### src/rtl/pipe_ctrl_chain.sv
// pipe_ctrl_chain: parametrised pipeline control-register chain with per-stage stall/flush, bubble insertion and valid bits.
// Define PIPE_PERF_CNT_EN to add the stall_cycles / bubble_count performance counters.
module pipe_ctrl_chain #(
    parameter int DW = 16,
    parameter int STAGES = 4,
    parameter logic [DW-1:0] NOP_WORD = '0
) (
    input  logic                 CLK,
    input  logic                 CLR,
    input  logic [DW-1:0]        in_word,
    input  logic                 in_valid,
    input  logic [STAGES-1:0]    stall,
    input  logic [STAGES-1:0]    flush,
    output logic                 in_ready,
    output logic [STAGES*DW-1:0] stage_word,
    output logic [STAGES-1:0]    stage_valid
`ifdef PIPE_PERF_CNT_EN
    ,
    output logic [31:0]          stall_cycles,
    output logic [31:0]          bubble_count
`endif
);
    logic [DW-1:0]     word_q [STAGES];
    logic [DW-1:0]     word_d [STAGES];
    logic [STAGES-1:0] valid_q, valid_d;
    logic [STAGES-1:0] hold;
    // A stage holds if it or any stage downstream of it stalls.
    always_comb begin
        hold = '0;
        for (int i = 0; i < STAGES; i++) hold[i] = |(stall >> i);
    end
    assign in_ready = ~hold[0];
    always_comb begin
        word_d = word_q;
        valid_d = valid_q;
        if (flush[0]) begin
            word_d[0] = NOP_WORD;
            valid_d[0] = 1'b0;
        end else if (!hold[0]) begin
            word_d[0] = in_valid ? in_word : NOP_WORD;
            valid_d[0] = in_valid;
        end
        for (int i = 1; i < STAGES; i++) begin
            if (flush[i] || (!hold[i] && hold[i-1])) begin
                word_d[i] = NOP_WORD;
                valid_d[i] = 1'b0;
            end else if (!hold[i]) begin
                word_d[i] = word_q[i-1];
                valid_d[i] = valid_q[i-1];
            end
        end
    end
    always_ff @(posedge CLK) begin
        if (CLR) begin
            for (int i = 0; i < STAGES; i++) word_q[i] <= NOP_WORD;
            valid_q <= '0;
        end else begin
            word_q <= word_d;
            valid_q <= valid_d;
        end
    end
    always_comb begin
        stage_word = '0;
        for (int i = 0; i < STAGES; i++) stage_word[i*DW +: DW] = word_q[i];
    end
    assign stage_valid = valid_q;
`ifdef PIPE_PERF_CNT_EN
    logic [31:0] stall_q, stall_d, bubble_q, bubble_d, bubbles;
    // Bubble = stage free to move while its upstream neighbour is held, and not flushed.
    always_comb begin
        bubbles = '0;
        for (int i = 1; i < STAGES; i++)
            bubbles = bubbles + 32'(!flush[i] && !hold[i] && hold[i-1]);
        stall_d = stall_q + 32'(hold[0]);
        bubble_d = bubble_q + bubbles;
    end
    always_ff @(posedge CLK) begin
        if (CLR) begin
            stall_q <= '0;
            bubble_q <= '0;
        end else begin
            stall_q <= stall_d;
            bubble_q <= bubble_d;
        end
    end
    assign stall_cycles = stall_q;
    assign bubble_count = bubble_q;
`endif
endmodule
### config.mk
export PLATFORM = sky130hd
export DESIGN_NAME = pipe_ctrl_chain
export DESIGN_NICKNAME = d
export VERILOG_FILES = /design/src/rtl/pipe_ctrl_chain.sv
export SDC_FILE = /design/constraint.sdc
export NUM_CORES = 1
export LEC_CHECK = 0
export ABC_AREA = 0
export CAP_MARGIN = 20
export CORE_AREA = 10 10 101 103
export DETAILED_ROUTE_END_ITERATION = 7
export DIE_AREA = 0 0 111 113
export GPL_ROUTABILITY_DRIVEN = 1
export PLACE_DENSITY_LB_ADDON = 0.2
export SLEW_MARGIN = 25
export SYNTH_ARGS = -nofsm -noshare
export SYNTH_HDL_FRONTEND = slang
export SYNTH_SLANG_ARGS = --single-unit
export TNS_END_PERCENT = 20
### constraint.sdc
create_clock -name CLK -period 1.9 [get_ports CLK]
set_input_delay 0.19 -clock CLK [delete_from_list [all_inputs] [get_ports CLK]]
set_output_delay 0.19 -clock CLK [all_outputs]
set_load 0.05 [all_outputs]
Word level (Yosys, flattened, before mapping)
Index checks and enable logic that the tools add are counted.
{ "totals": {"ff_bits": 68, "input_bits": 27, "elab_cells": 26} }
{ "op_classes": {"mux": 1, "bitwise_logic": 1, "reduce_logical": 16} }
{ "ops": {"columns": ["cell", "count"], "rows": [
  ["$mux 16", 1],
  ["$reduce_or 2->1", 5],
  ["$reduce_or 4->1", 1],
  ["$logic_and 1x1->1", 3],
  ["$logic_not 1->1", 3],
  ["$logic_or 1x1->1", 3],
  ["$reduce_or 3->1", 1],
  ["$not 1->1", 1]
]} }

Depth between registers and ports, before layout
{ "depth": {"ltp_word": 5, "ltp_mapped": 5, "depth_no_buf": 2} }

Least setup slack after synthesis
No wires, ideal clock.
{ "synth_path": {"path_kind": "in2reg", "startpoint": "in stall[3]", "endpoint": "reg word_q (netlist bit stage_word[10])", "setup_time_ns": 0.121, "arrival_time_ns": 1.430, "required_time_ns": 1.779, "path_slack_ns": 0.350, "cell_stages": 4, "path_buffers": 2, "path_cell_list": "buf_6 > nor4_4 > buf_6 > mux2_2"} }
{ "synth_via": {"elab_chain_cells": 1} }
{ "synth_rtl": {"columns": ["item", "line_no", "rtl"], "rows": [
  ["start, declared", "12", "input logic [STAGES-1:0] stall,"],
  ["$reduce_or 4->1", "30", "for (int i = 0; i < STAGES; i++) hold[i] = |(stall >> i);"],
  ["end signal, assigned", "58", "word_q <= word_d;"],
  ["end, declared", "23", "logic [DW-1:0] word_q [STAGES];"]
]} }
No other way between the ends.
A chain may end at the register's enable or synchronous reset.

Final worst setup path
{ "layout_path": {"startpoint": "reg word_q (netlist bit stage_word[18])", "endpoint": "out stage_word[18]"} }
{ "layout_rtl": {"columns": ["item", "line_no", "rtl"], "rows": [
  ["end, declared", "15", "output logic [STAGES*DW-1:0] stage_word,"]
]} }
No word-level cell between the ends.

==> flow_summary.json <==
{
  "fin_area_um2": 4420,
  "antennaDiodeCount": 0,
  "reg2regPathDepth": 2,
  "synth.distinct_cells": 20,
  "status": "finished, final reports clean",
  "min_period_over_period": 0.915,
  "synth_edf_count": 0,
  "htreeDepth": 3,
  "die_h_um": 113,
  "power-per-cell-area_nw_per_um2": 632,
  "arrival_ps": 1550,
  "hold_class": "input port to register",
  "antenna_found_initial": 0,
  "critPathMaxStageDelay_ps": 830,
  "area_growth_pct": 39.5,
  "crit_chain": "clkdlybuf4s50_1",
  "multi_input_area_um2": 1650,
  "start_util": 0.390,
  "synthArstFlopShare": 0,
  "tns_ps": 0,
  "netlist.area_leader.share": 0.429,
  "ir_worst_vdd_mv": 0.282,
  "hold_depth": 3,
  "netlist_area_um2": 3170,
  "synth_seq_cells": 68,
  "portBuffers": 95,
  "grt_start_max_net_pins": 41,
  "seq_area_um2": 1360,
  "cts_sinks": 68,
  "die_w_um": 111,
  "placed_area_um2": 4230,
  "maxSlewHeadroom": 0.519,
  "yosys-top-cells-count": "68 x dfxtp_1, 35 x nor3b_1, 33 x mux2_2",
  "setup_viol": 0,
  "cts_resized": 0,
  "ys.flop_type": "dfxtp_1",
  "final_nets": 407,
  "cts.path.max_buffers": 2,
  "ys_warn_count": 0,
  "cts_tree": "yes",
  "final_util": 0.544,
  "required_ps": 1710,
  "rsz0062_at_grt": "no",
  "final_antenna_net_count": 0,
  "io_pins": 96,
  "hold_buffers": 0,
  "drtIter0Drc": 147,
  "path_buf_inv": 1,
  "gp_congestion": 0.694,
  "maxSlewViolCount": 0,
  "grt_pass1_vias": 2554,
  "hpwl_mm": 5.87,
  "crit_slowest_cell": "clkdlybuf4s50_1",
  "hold_violations": 0,
  "critPathTopFamily": "buffers and inverters",
  "synth.most_common_cell": "dfxtp_1",
  "fmax_mhz": 575,
  "post_drt_wl_per_cell_um": 16.5,
  "tightestPinTransition_ps": 722,
  "clkLatencyLatePin_ps": 330,
  "p_leak_nw": 1.49,
  "numCtsBuffers": 9,
  "ys_seq_area_frac": 0.429,
  "vias": 2580,
  "drive_gt1_frac": 0.221,
  "holdWs_ps": 337,
  "crit_type": "register to output port",
  "num-fill-cells": 725,
  "critPathMaxFanout": 3,
  "critPathCaptureType": "output port",
  "crit_cells": 1,
  "synth_top_area_cell": "dfxtp_1",
  "skew_ps": 4.60,
  "coreArea_um2": 8130,
  "grt_util_all_layers": 0.124,
  "netlist_instances": 298,
  "startpoint_type": "register",
  "drc": 0,
  "clkSlewWorstSetupHoldPaths_ps": 70,
  "post_cts_buffers": 0,
  "max-cap-violations": 0,
  "dp_slack_ps": -25.8,
  "synth_area_leaders": "dfxtp_1 43%, mux2_2 12%, nor3b_1 8.3%",
  "gr-total-overflow": 0,
  "synth_nets": 325,
  "dr.pass1.iters": 4,
  "syn_area_per_cell_um2": 10.6,
  "die_area_um2": 12500,
  "rows": 33,
  "worst_slack_ps": 161,
  "wl_mm": 8.11,
  "cts-root-buf": "clkbuf_8",
  "vias_per_cell": 5.27,
  "grt_pass1_wl_mm": 13.4,
  "min_period_ps": 1740
}
==> sequential cells by signal (all words and copies together) (netlist names) <==
| name | flops |
|---|---|
| stage_valid | 4 |
| stage_word | 64 |
==> per-stage QoR <==
step                      power [W]  instances
after floorplan             0.00161        298
after global placement      0.00170        474
after detailed placement    0.00170        474
after CTS                   0.00283        490
after global routing        0.00290        490
final                       0.00280        490
==> power by group <==
group / leakage (nW) / total (W) / internal, W / switching (W)
combinational: 0.851 / 0.000245 / 0.000110 / 0.000135
clock: 0.0931 / 0.00112 / 0.000601 / 0.000523
sequential: 0.547 / 0.00143 / 0.00143 / 0.00000152
total: 1.49 / 0.00280 / 0.00214 / 0.000659
==> metal layers <==
| metal | up-vias | routed length (um) | GRT usage |
|---|---|---|---|
| li1 | 1280 | - | - |
| met3 | 8 | 586 | 0.0444 |
| met2 | 78 | 3400 | 0.182 |
| met1 | 1214 | 4040 | 0.165 |
| met4 | 0 | 76 | 0.0391 |
| met5 | - | 0 | 0 |
==> placed cells by master, fill, tap and decap left out, types with 3 or more instances in the layout <==
cell type / n
or3b_2: 17
nor4bb_1: 16
nor4b_1: 17
nor3_1: 17
mux2_2: 33
dfxtp_1: 68
clkdlybuf4s50_1: 92
buf_12: 5
o21ai_0: 17
clkinv_2: 3
a211oi_1: 17
mux2i_1: 17
clkbuf_8: 9
buf_4: 9
nor3b_1: 35
==> worst paths after layout <==
path	start	endpoint	slack, ps
setup / recovery	stage_word[18]	stage_word[18]	160
hold / removal	stall[3]	stage_word[45]	340
setup reg to reg	stage_word[20]	stage_word[36]	760
hold reg to reg	stage_valid[2]	stage_valid[2]	510
==> logic make-up (layout without fill, tap and decap cells) <==
| group | count (synthesis) | count (layout) | share of synthesized area |
|---|---|---|---|
| AOI/OAI and AO/OA | 34 | 34 | 0.0671 |
| and+or+nand+nor | 108 | 108 | 0.276 |
| muxes | 51 | 51 | 0.174 |
| DFF | 68 | 68 | 0.429 |
| buffers and inverters | 37 | 124 | 0.0533 |
==> cell type report <==
class / instances / area share
well taps: 105 / 0.0297
clock inverters: 5 / 0.0119
multi-input cells: 193 / 0.372
repair buffers: 108 / 0.248
clock buffers: 11 / 0.0297
flip-flops and latches: 68 / 0.308
No activity file was read; power rests on OpenSTA's default activity.
